===== src/rtl/rggen_irq_coalescer_if.sv =====
// Bundle between the interrupt coalescer and its status field, event sources and the irq consumer.
// Signal names keep the field-side i_/o_ view so they line up with the rggen bit field ports.
interface rggen_irq_coalescer_if #(
    parameter int WIDTH         = 8,
    parameter int COUNT_WIDTH   = 8,
    parameter int TIMEOUT_WIDTH = 16
);
    logic [WIDTH-1:0]         i_event;
    logic [WIDTH-1:0]         o_set;
    logic [WIDTH-1:0]         i_status;
    logic [WIDTH-1:0]         i_enable;
    logic [COUNT_WIDTH-1:0]   i_threshold;
    logic [TIMEOUT_WIDTH-1:0] i_timeout;
    logic                     o_irq;
    logic                     i_irq_ack;
    logic                     o_busy;
    logic [1:0]               dbg_state;

    // Handshake: o_irq acts as valid and stays high until a single-cycle i_irq_ack (ready) is seen
    // while it is high; o_irq drops the following cycle. An ack with o_irq low is ignored.
    modport master (
        output i_event, i_status, i_enable, i_threshold, i_timeout, i_irq_ack,
        input  o_set, o_irq, o_busy, dbg_state
    );

    modport slave (
        input  i_event, i_status, i_enable, i_threshold, i_timeout, i_irq_ack,
        output o_set, o_irq, o_busy, dbg_state
    );
endinterface


===== src/rtl/rggen_irq_coalescer.sv =====
// Coalesces hardware events into one interrupt by count threshold or timeout, then waits for SW clear.
// Optional macro RGGEN_IRQ_EVENT_EDGE_EN: treat i_event as levels and use only their rising edges.
module rggen_irq_coalescer #(
    parameter int WIDTH         = 8,
    parameter int COUNT_WIDTH   = 8,
    parameter int TIMEOUT_WIDTH = 16
) (
    input logic                  clk,
    input logic                  rst_n,
    rggen_irq_coalescer_if.slave bus
);
    typedef enum logic [1:0] {
        IDLE       = 2'd0,
        ACCUM      = 2'd1,
        ASSERT     = 2'd2,
        WAIT_CLEAR = 2'd3
    } state_t;

    localparam logic [COUNT_WIDTH-1:0]   COUNT_ONE   = COUNT_WIDTH'(1);
    localparam logic [TIMEOUT_WIDTH-1:0] TIMEOUT_ONE = TIMEOUT_WIDTH'(1);

    state_t                   state;
    logic [COUNT_WIDTH-1:0]   count;
    logic [TIMEOUT_WIDTH-1:0] timer;
    logic                     irq_q;
    logic                     busy_q;

    logic [WIDTH-1:0]         ev;
    logic                     hit;
    logic                     pending;
    logic [COUNT_WIDTH-1:0]   thr_eff;
    logic [COUNT_WIDTH-1:0]   count_next;
    logic [TIMEOUT_WIDTH-1:0] timer_inc;
    logic                     timeout_hit;

`ifdef RGGEN_IRQ_EVENT_EDGE_EN
    logic [WIDTH-1:0] event_q;

    // event_q resets to 0 so a level already high when reset releases still counts as an edge.
    always_ff @(posedge clk or negedge rst_n) begin
        if (!rst_n) begin
            event_q <= '0;
        end else begin
            event_q <= bus.i_event;
        end
    end

    assign ev = bus.i_event & ~event_q;
`else
    assign ev = bus.i_event;
`endif

    assign bus.o_set     = ev;
    assign hit           = |(ev & bus.i_enable);
    assign pending       = |(bus.i_status & bus.i_enable);
    assign thr_eff       = (bus.i_threshold == '0) ? COUNT_ONE : bus.i_threshold;
    assign count_next    = (hit && !(&count)) ? count + COUNT_ONE : count;
    assign timer_inc     = (&timer) ? timer : timer + TIMEOUT_ONE;
    // Timer holds ACCUM cycles already elapsed, so firing at i_timeout-1 raises irq i_timeout+1 after the first hit.
    assign timeout_hit   = (bus.i_timeout != '0) && (timer == bus.i_timeout - TIMEOUT_ONE);

    always_ff @(posedge clk or negedge rst_n) begin
        if (!rst_n) begin
            state  <= IDLE;
            count  <= '0;
            timer  <= '0;
            irq_q  <= 1'b0;
            busy_q <= 1'b0;
        end else begin
            case (state)
                IDLE, WAIT_CLEAR: begin
                    if (hit) begin
                        count  <= COUNT_ONE;
                        timer  <= '0;
                        busy_q <= 1'b1;
                        if (thr_eff == COUNT_ONE) begin
                            state <= ASSERT;
                            irq_q <= 1'b1;
                        end else begin
                            state <= ACCUM;
                        end
                    end else if (state == WAIT_CLEAR && !pending) begin
                        state  <= IDLE;
                        busy_q <= 1'b0;
                    end
                end
                ACCUM: begin
                    timer <= timer_inc;
                    count <= count_next;
                    // SW clearing everything before the irq fires cancels the batch ahead of any timeout.
                    if (!pending && !hit) begin
                        state  <= IDLE;
                        busy_q <= 1'b0;
                    end else if (count_next >= thr_eff || timeout_hit) begin
                        state <= ASSERT;
                        irq_q <= 1'b1;
                    end
                end
                ASSERT: begin
                    if (bus.i_irq_ack) begin
                        state <= WAIT_CLEAR;
                        irq_q <= 1'b0;
                    end
                end
                default: begin
                    state  <= IDLE;
                    irq_q  <= 1'b0;
                    busy_q <= 1'b0;
                end
            endcase
        end
    end

    assign bus.o_irq     = irq_q;
    assign bus.o_busy    = busy_q;
    assign bus.dbg_state = state;
endmodule


===== src/flat_wrapper.sv =====
// flat-port wrapper written by rule: the top's interface ports become plain ports
module rggen_irq_coalescer_flat 
#(
    parameter int WIDTH         = 8,
    parameter int COUNT_WIDTH   = 8,
    parameter int TIMEOUT_WIDTH = 16
)
  (clk, rst_n, bus_i_event, bus_i_status, bus_i_enable, bus_i_threshold, bus_i_timeout, bus_i_irq_ack, bus_o_set, bus_o_irq, bus_o_busy, bus_dbg_state);
  rggen_irq_coalescer_if #(.WIDTH(WIDTH), .COUNT_WIDTH(COUNT_WIDTH), .TIMEOUT_WIDTH(TIMEOUT_WIDTH)) bus_i ();
  input logic clk;
  input logic rst_n;
  input wire logic [$bits(bus_i.i_event)-1:0] bus_i_event;
  input wire logic [$bits(bus_i.i_status)-1:0] bus_i_status;
  input wire logic [$bits(bus_i.i_enable)-1:0] bus_i_enable;
  input wire logic [$bits(bus_i.i_threshold)-1:0] bus_i_threshold;
  input wire logic [$bits(bus_i.i_timeout)-1:0] bus_i_timeout;
  input wire logic [$bits(bus_i.i_irq_ack)-1:0] bus_i_irq_ack;
  output wire logic [$bits(bus_i.o_set)-1:0] bus_o_set;
  output wire logic [$bits(bus_i.o_irq)-1:0] bus_o_irq;
  output wire logic [$bits(bus_i.o_busy)-1:0] bus_o_busy;
  output wire logic [$bits(bus_i.dbg_state)-1:0] bus_dbg_state;
  assign bus_i.i_event = bus_i_event;
  assign bus_i.i_status = bus_i_status;
  assign bus_i.i_enable = bus_i_enable;
  assign bus_i.i_threshold = bus_i_threshold;
  assign bus_i.i_timeout = bus_i_timeout;
  assign bus_i.i_irq_ack = bus_i_irq_ack;
  assign bus_o_set = bus_i.o_set;
  assign bus_o_irq = bus_i.o_irq;
  assign bus_o_busy = bus_i.o_busy;
  assign bus_dbg_state = bus_i.dbg_state;
  rggen_irq_coalescer #(.WIDTH(WIDTH), .COUNT_WIDTH(COUNT_WIDTH), .TIMEOUT_WIDTH(TIMEOUT_WIDTH)) u_core (.clk(clk), .rst_n(rst_n), .bus(bus_i));
endmodule

===== config.mk =====
export PLATFORM = sky130hd
export DESIGN_NAME = rggen_irq_coalescer_flat
export DESIGN_NICKNAME = d
export VERILOG_FILES = /design/src/rtl/rggen_irq_coalescer_if.sv /design/src/rtl/rggen_irq_coalescer.sv /design/src/flat_wrapper.sv
export SDC_FILE = /design/constraint.sdc
export NUM_CORES = 1
export LEC_CHECK = 0
export CAP_MARGIN = 20
export CORE_MARGIN = 1.5
export CORE_UTILIZATION = 47
export CTS_BUF_LIST = sky130_fd_sc_hd__clkbuf_4
export CTS_CLUSTER_SIZE = 16
export DETAILED_ROUTE_END_ITERATION = 12
export PLACE_DENSITY = 0.79
export SYNTH_ARGS = -nofsm -noshare
export SYNTH_HDL_FRONTEND = slang
export SYNTH_SLANG_ARGS = --single-unit

===== constraint.sdc =====
create_clock -name clk -period 3 [get_ports clk]
set_clock_uncertainty 0.15 [all_clocks]
set_input_delay 0.45 -clock clk [delete_from_list [all_inputs] [get_ports clk]]
set_output_delay 0.45 -clock clk [all_outputs]
set_load 0.02 [all_outputs]

==> metrics.md, run 1 <==
| Metric | Value |
|---|---|
| Status | finished with violations |
| Failing checks | negative setup slack |
| CP Class | flip-flop to flip-flop |
| Switching Share | 0.404 |
| Max-Slew Margin vs Limit | 0.436 |
| Multiplexer share of the synthesized area | 0.0285 |
| Max_cap viols | 0 |
| Routed wire length | 7.24 mm |
| Syn-to-layout area delta | 49.3% |
| Post-layout minimum cycle time | 3.20 ns |
| Most frequent cells in the layout | buf_4, clkdlybuf4s50_1, nor2_1 |
| Clk sinks | 28 |
| I/O Buffers | 62 |
| DRT iter0 DRCs | 180 |
| Nature of the critical path endpoint | flip-flop |
| Final WS setup | -0.196 ns |
| Cts bufs inserted | 3 |
| Initial core utilization | 0.498 |
| Level count of the clock H-tree | 1 |
| Comb power frac | 0.604 |
| Synth Area in Simple Gates | 0.250 |
| # rows | 26 |
| RSZ-0062 raised after global routing | true |
| Highest Clock Rate | 313 MHz |
| Synth warn | 0 |
| Reg power frac | 0.262 |
| Worst R2R Start | u_core.count[3] |
| Critical path peak fanout | 5 |
| Fin. Hold Viols | 0 |
| Crit path launch type | flip-flop |
| Layout cells sized above 1 | 0.274 |
| Fin util | 0.744 |
| DRC viols | 0 |
| Synth unique cells | 63 |
| Crit path launch | u_core.count[3] |
| Final std cells w/o fill | just under 500 |
| Hold Crit Class | input pin to asynchronous set/reset pin |
| Int Pwr | approximately 0.0011 W |
| Async set-or-reset flop fraction in the synthesized netlist | 1.00 |
| GPL Wtd Cong | ~0.84 |
| Placed cells | about 480 |
| Skew-Pair Late Insertion Delay | 0.34 ns |
| Seq/Total Area, Yosys | 0.270 |
| Family with the most delay on the worst path | compound AO/OA/AOI/OAI gates |
| Pleak | about 1.7 nW |
| Drt wl/cell | roughly 15 um |
| Hpwl dp | ~5.4 mm |
| Core Region | about 5200 um2 |
| Congestion Overflow GR | 0 |
| Max clock buf depth | 2 |
| Clock power share | 0.134 |
| Largest net degree at the start of global routing | 29 |
| Critical path buffers and inverters | 1 |
| CP required | a little over 3 ns |
| Ratio of final minimum period to clock period | 1.07 |
| Filler Cells Inserted | 381 |
| Synth Cell Area | approximately 2600 um2 |
| Maximum VDD drop | about 0.00055 V |
| Post-Syn Nets | approximately 370 |
| Post-synth top area share | 0.270 |
| Total Routing Usage GR | 0.241 |
| Crit path arrival time | 3.30 ns |
| Drt pass-1 iters | 5 |
| Vias in the first global route | approximately 2600 |
| Critical Path, Cell by Cell | nand4_1 -> o21a_4 -> and4_4 -> buf_6 -> xor2_2 -> ha_2 -> a21o_1 -> a21oi_2 -> o21ai_1 -> a21o_2 -> a211o_4 -> a31oi_4 -> a211oi_2 -> o22a_1 |
| CP max stage delay | 0.40 ns |
| Antenna cells | 0 |
| Clock slew at reported path FFs | 0.16 ns |
| Synth Area in Compound Gates | 0.186 |
| Synth Area per Inst | 8.42 um2 |
| Most used DFF post-synth | dfrtp_1 |
| Via count | roughly 2700 |
| Hold-fix buffers at CTS | 0 |
| P per Cell Area | slightly below 500 nW/um2 |
| Vias per cell | 5.44 |
| Synth top area cells | dfrtp_1, ha_1, xnor2_1 |
| Commonest non-fill, non-tap cell in the layout | buf_4 |
| Post-synth EDFFs | 0 |
| Final nets | approximately 490 |
| Chip width | 77.3 um |
| Register bit total from synthesis | 28 |
| Final setup fails | 3 |
| Post-Syn Instances | 308 |
| Crit-path slowest cell | dfrtp_1 |
| Adder-cell share of the synthesized area | 0.0724 |
| Tot Pwr | around 0.0019 W |
| First-pass GRT wire length | 11.8 mm |
| CTS tree | built |
| Initial antenna violation count | 0 |
| Routed Antenna Nets | 0 |
| Net Sw Power | ~0.00077 W |
| Largest family of logic cells by synthesized area | simple AND/OR/NAND/NOR gates |
| Final Max Slew Viols | 0 |
| Area of the die | 5970 um2 |
| Final hold slack | about 0.32 ns |
| Area leader, netlist | dfrtp_1 |
| Xor and xnor area share after synthesis | 0.125 |
| CTS root buffer | clkbuf_4 |
| Chip Height | 77.3 um |
| IO Pins | 63 |
| Worst slew pin tran | roughly 0.84 ns |
## worst reg2reg max path: cells and delay by family, from the launching register on
family	cells	cell delay, ns
compound gates	9	1.73
flops	1	0.40
simple gates	2	0.40
fa+ha+maj	1	0.17
buf+inv	1	0.13
xor+xnor	1	0.13
## what timing repair did
item | CTS | global route
resized for setup | 32 | 8
setup endpoints to repair | 3 | 3
pin swaps | 17 | 15
buffers inserted | 7 | 3
## power by group through the flow
stage | combinational [W] | sequential [W] | clock (W)
6_report | 0.00115 | 0.000498 | 0.000255
5_1_grt | 0.00124 | 0.000506 | 0.000269
2_1_floorplan | 0.000600 | 0.000526 | 0
3_5_place_dp | 0.00100 | 0.000501 | 0
4_1_cts | 0.00108 | 0.000497 | 0.000258
3_3_place_gp | 0.000976 | 0.000499 | 0
## logic make-up (layout without fill, tap and decap cells)
| group | Yosys count | after routing |
|---|---|---|
| AOI/OAI and AO/OA | 65 | 65 |
| adders and majority gates | 15 | 15 |
| and+or+nand+nor | 121 | 121 |
| buffers and inverters | 35 | 147 |
| xor gates and xnor gates | 37 | 37 |
| muxes | 7 | 7 |
| DFF | 28 | 28 |
## layer usage
metal  track usage  wire [um]  share of wire
met5             0          0              0
met3        0.0298        311          0.043
met2         0.421       3650           0.50
met1         0.321       3180           0.44
met4        0.0436        100          0.014
## area by class of cell
type / count / area, um2 / share of cell area
Multi-Input combinational cell: 245 / 1870 / 0.484
Timing Repair Buffer: 125 / 1090 / 0.282
Sequential cell: 28 / 701 / 0.181
Tap cell: 70 / 87.6 / 0.0226
Inverter: 18 / 67.6 / 0.0175
Clock inverter: 1 / 30.0 / 0.00776
Clock buffer: 3 / 22.5 / 0.00582
## cell usage after synthesis, drive strengths merged (3+ instances only)
library cell  number
nand2             32
nor2              31
dfrtp             28
xnor2             21
inv               18
o21ai             17
xor2              16
ha                15
nand3             15
buf               10
a22oi              9
nor3               8
a21oi              7
clkbuf             7
nand4              7
nor4               6
a21o               4
and4               4
mux2i              4
a211oi             3
mux2               3
nand2b             3
or2                3
## worst paths after layout
check                                          end  slack (ns)  cells past startpoint
max                        u_core.bus.dbg_state[0]       -0.20                     14
max reg2reg                u_core.bus.dbg_state[0]       -0.20                     14
min                                u_core.count[4]        0.32                      2
min reg2reg                       u_core.bus.o_irq        0.39                      2
max in group asynchronous          u_core.count[7]        2.11                      2
min in group clk                  u_core.bus.o_irq        0.39                      2
## stage by stage
step	setup TNS [ns]	setup WS (ns)	area [um2]
finish	-0.480	-0.196	3870
global route	-0.813	-0.304	3870
CTS	-0.254	-0.140	3800
detailed placement	-2.22	-0.831	3640
global placement	-1.77	-0.672	3640
floorplan	-0.492	-0.250	2640
## state kept, by name (all words and copies together) (netlist names)
name,flops
u_core.bus.o_busy,1
u_core.count,8
u_core.bus.dbg_state,2
u_core.bus.o_irq,1
u_core.timer,16
(Power assumes the default switching activity.)
==> run 2, diff against run 1 <==
ABC_AREA = 1   (was not set)
ABC_CLOCK_PERIOD_IN_PS = 3000   (was not set)
CORE_UTILIZATION = 48   (was 47)
==> metrics.md, run 2 <==
| Metric | Value |
|---|---|
| Status | finished clean |
| Synth top area cells | dfrtp_1, nand2_1, inv_1 |
| CTS tree | built |
| Final Max Slew Viols | 0 |
| Max clock buf depth | 2 |
| Initial antenna violation count | 0 |
| CP required | roughly 3.1 ns |
| Drt pass-1 iters | 4 |
| Drt wl/cell | about 12 um |
| Most used DFF post-synth | dfrtp_1 |
| Comb power frac | 0.561 |
| Vias per cell | ~5.2 |
| Fin. Hold Viols | 0 |
| Crit path launch type | input pin |
| GPL Wtd Cong | roughly 0.93 |
| Largest Register | u_core.timer |
| Pleak | 1.80 nW |
| Most common cell in the netlist | nand2_1 |
| R2R setup slack | approximately 0.2 ns |
| Placed cells | 568 |
| Initial core utilization | 0.493 |
| Commonest non-fill, non-tap cell in the layout | nand2_1 |
| Max_cap viols | 0 |
| Synth warn | 0 |
| CTS root buffer | clkbuf_4 |
| Chip width | around 81 um |
| Setup_tns | 0 ns |
| Area after DPL | 3590 um2 |
| P per Cell Area | around 460 nW/um2 |
| Register bit total from synthesis | 28 |
| Chip Height | 80.7 um |
| Final WS setup | 0.180 ns |
| CP Class | input pin to flip-flop |
| Cts bufs inserted | 3 |
| Hpwl dp | between 5 and 6 mm |
| Skew-Pair Late Insertion Delay | 0.35 ns |
| Vias in the first global route | around 2800 |
| Switching Share | 0.430 |
| Syn-to-layout area delta | 28.8% |
| Int Pwr | 0.000985 W |
| Antenna cells | 0 |
| First-pass GRT wire length | 11.6 mm |
| I/O Buffers | just over 60 |
| Synth Cell Area | around 2900 um2 |
| Area of the die | 6510 um2 |
| Final std cells w/o fill | roughly 580 |
| Clock slew at reported path FFs | 0.17 ns |
| Reg power frac | 0.291 |
| Core Region | around 5900 um2 |
| Congestion Overflow GR | 0 |
| Post-synth EDFFs | 0 |
| Post-Syn Nets | between 500 and 600 |
| Most frequent cells in the layout | nand2_1, clkdlybuf4s50_1, inv_1 |
| Worst slew pin tran | between 0.4 and 0.5 ns |
| Clock power share | 0.147 |
| Synth Area per Inst | 6.66 um2 |
| Final hold slack | around 0.29 ns |
| Worst R2R Start | u_core.count[1] |
| DRC viols | 0 |
| Layout cells sized above 1 | 0.129 |
| Synth top cells by count | nand2_1, inv_1, nand3_1, nor2_1, dfrtp_1 |
| Area leader, netlist | dfrtp_1 |
| Hold Crit Class | input pin to asynchronous set/reset pin |
| Max reg flops | 16 |
| Final nets | around 570 |
| Max-Slew Margin vs Limit | 0.705 |
| Ratio of final minimum period to clock period | 0.940 |
| Final setup fails | 0 |
| Total Routing Usage GR | 0.222 |
| Routed Antenna Nets | 0 |
| Level count of the clock H-tree | 1 |
| Post-layout minimum cycle time | around 2.8 ns |
| Maximum VDD drop | 0.000508 V |
| Crit path arrival time | around 3.0 ns |
| Net Sw Power | 0.000742 W |
| Post-layout instance area | ~3700 um2 |
| Filler Cells Inserted | 530 |
| DRT iter0 DRCs | slightly below 200 |
| Largest net degree at the start of global routing | 29 |
| Clk sinks | 28 |
| IO Pins | 63 |
| Critical path peak fanout | 6 |
| Dpl ws | -0.305 ns |
| Nature of the critical path endpoint | flip-flop |
| Via count | 2991 |
| Synth unique cells | 47 |
| Routed wire length | about 7 mm |
| Seq/Total Area, Yosys | 0.242 |
| Async set-or-reset flop fraction in the synthesized netlist | 1.00 |
| Highest Clock Rate | 355 MHz |
| Post-synth top area share | 0.242 |
| # rows | 28 |
| Hold-fix buffers at CTS | 0 |
| R2R Path End | u_core.bus.dbg_state[1] |
| Depth of the most critical reg-to-reg path | 23 |
| Post-Syn Instances | 435 |
run 2: changes by cell type in the layout (fill, tap and decap cells not counted), sizes merged, moves of 16 or more:
cell,delta
nand2,+93
buf,-47
inv,+46
nand3,+24
xnor2,-17
nor2,+16
run 2: timing repair:
item | in CTS | in global routing
setup endpoints to repair | 0 | 3
resized for setup | 0 | 15
setup buffers | 0 | 5
endpoints found under the hold margin | 0 | 0
run 2: logic make-up (layout without fill, tap and decap cells):
kind of cell	after synthesis	in the layout	synth area share
buf+inv	79	146	0.119
xor+xnor	26	26	0.0785
fa+ha+maj	15	15	0.0647
flops	28	28	0.242
compound gates	45	45	0.107
simple gates	241	241	0.385
mux	1	1	0.00345
run 2: worst max-delay path, cell delays in order:
cell and delay [ns]:
clkdlybuf4s50_1 0.42, nand2_1 0.07, nand2_1 0.06, a221oi_2 0.20
nand2_2 0.13, nand2_4 0.14, xor2_2 0.16, ha_1 0.25
inv_1 0.05, nand2_1 0.04, nand2_1 0.05, nand2_1 0.05
nand2_1 0.07, nand2_1 0.07, nand2_1 0.06, nand2_1 0.05
nand2_1 0.05, nand2_1 0.05, a21boi_1 0.12, buf_4 0.14
nand3_4 0.08, nand3_2 0.08, nand2_1 0.06, nand2_1 0.05
run 2: worst max path at each step:
stage / start / endpoint / slack, ns / depth (start not counted)
global route: u_core.count[1] / u_core.bus.dbg_state[0] / -0.04 / 23
finish: bus_i_event[7] / u_core.bus.dbg_state[1] / 0.18 / 24
floorplan: bus_i_event[6] / u_core.bus.dbg_state[0] / 0.35 / 21
global placement: bus_i_event[7] / u_core.bus.dbg_state[1] / -0.14 / 16
detailed placement: bus_i_enable[1] / u_core.bus.dbg_state[0] / -0.30 / 23
CTS: u_core.count[1] / u_core.bus.dbg_state[1] / 0.04 / 23
run 2: area by class of cell:
class                   instances  area, um2  area share
clock buffers                   3       22.5     0.00603
clock inverters                 1       30.0     0.00804
inverters                      64        240      0.0643
multi-input cells             328       1900       0.508
flip-flops and latches         28        701       0.188
well taps                      75       93.8      0.0251
repair buffers                 78        752       0.201
run 2: through the flow:
stage	total power [W]	utilization
finish	0.00173	0.635
global route	0.00187	0.635
CTS	0.00167	0.619
detailed placement	0.00142	0.610
global placement	0.00139	0.610
floorplan	0.00112	-
run 2: routing by layer:
layer  vias up  wire (um)  track usage  part of all wire
met5         -          0            0                 0
met2        82       3580        0.423              0.50
met4         0        116       0.0707             0.016
met1      1356       3170        0.263              0.44
met3        12        278       0.0148             0.039
li1       1541          -            -                 -
run 2: power by group through the flow:
stage	sequential (W)	combinational, W	clock (W)
after global routing	0.000513	0.00109	0.000269
after detailed placement	0.000507	0.000908	0
final	0.000503	0.000969	0.000254
after floorplan	0.000526	0.000591	0
after global placement	0.000510	0.000881	0
after CTS	0.000502	0.000908	0.000257
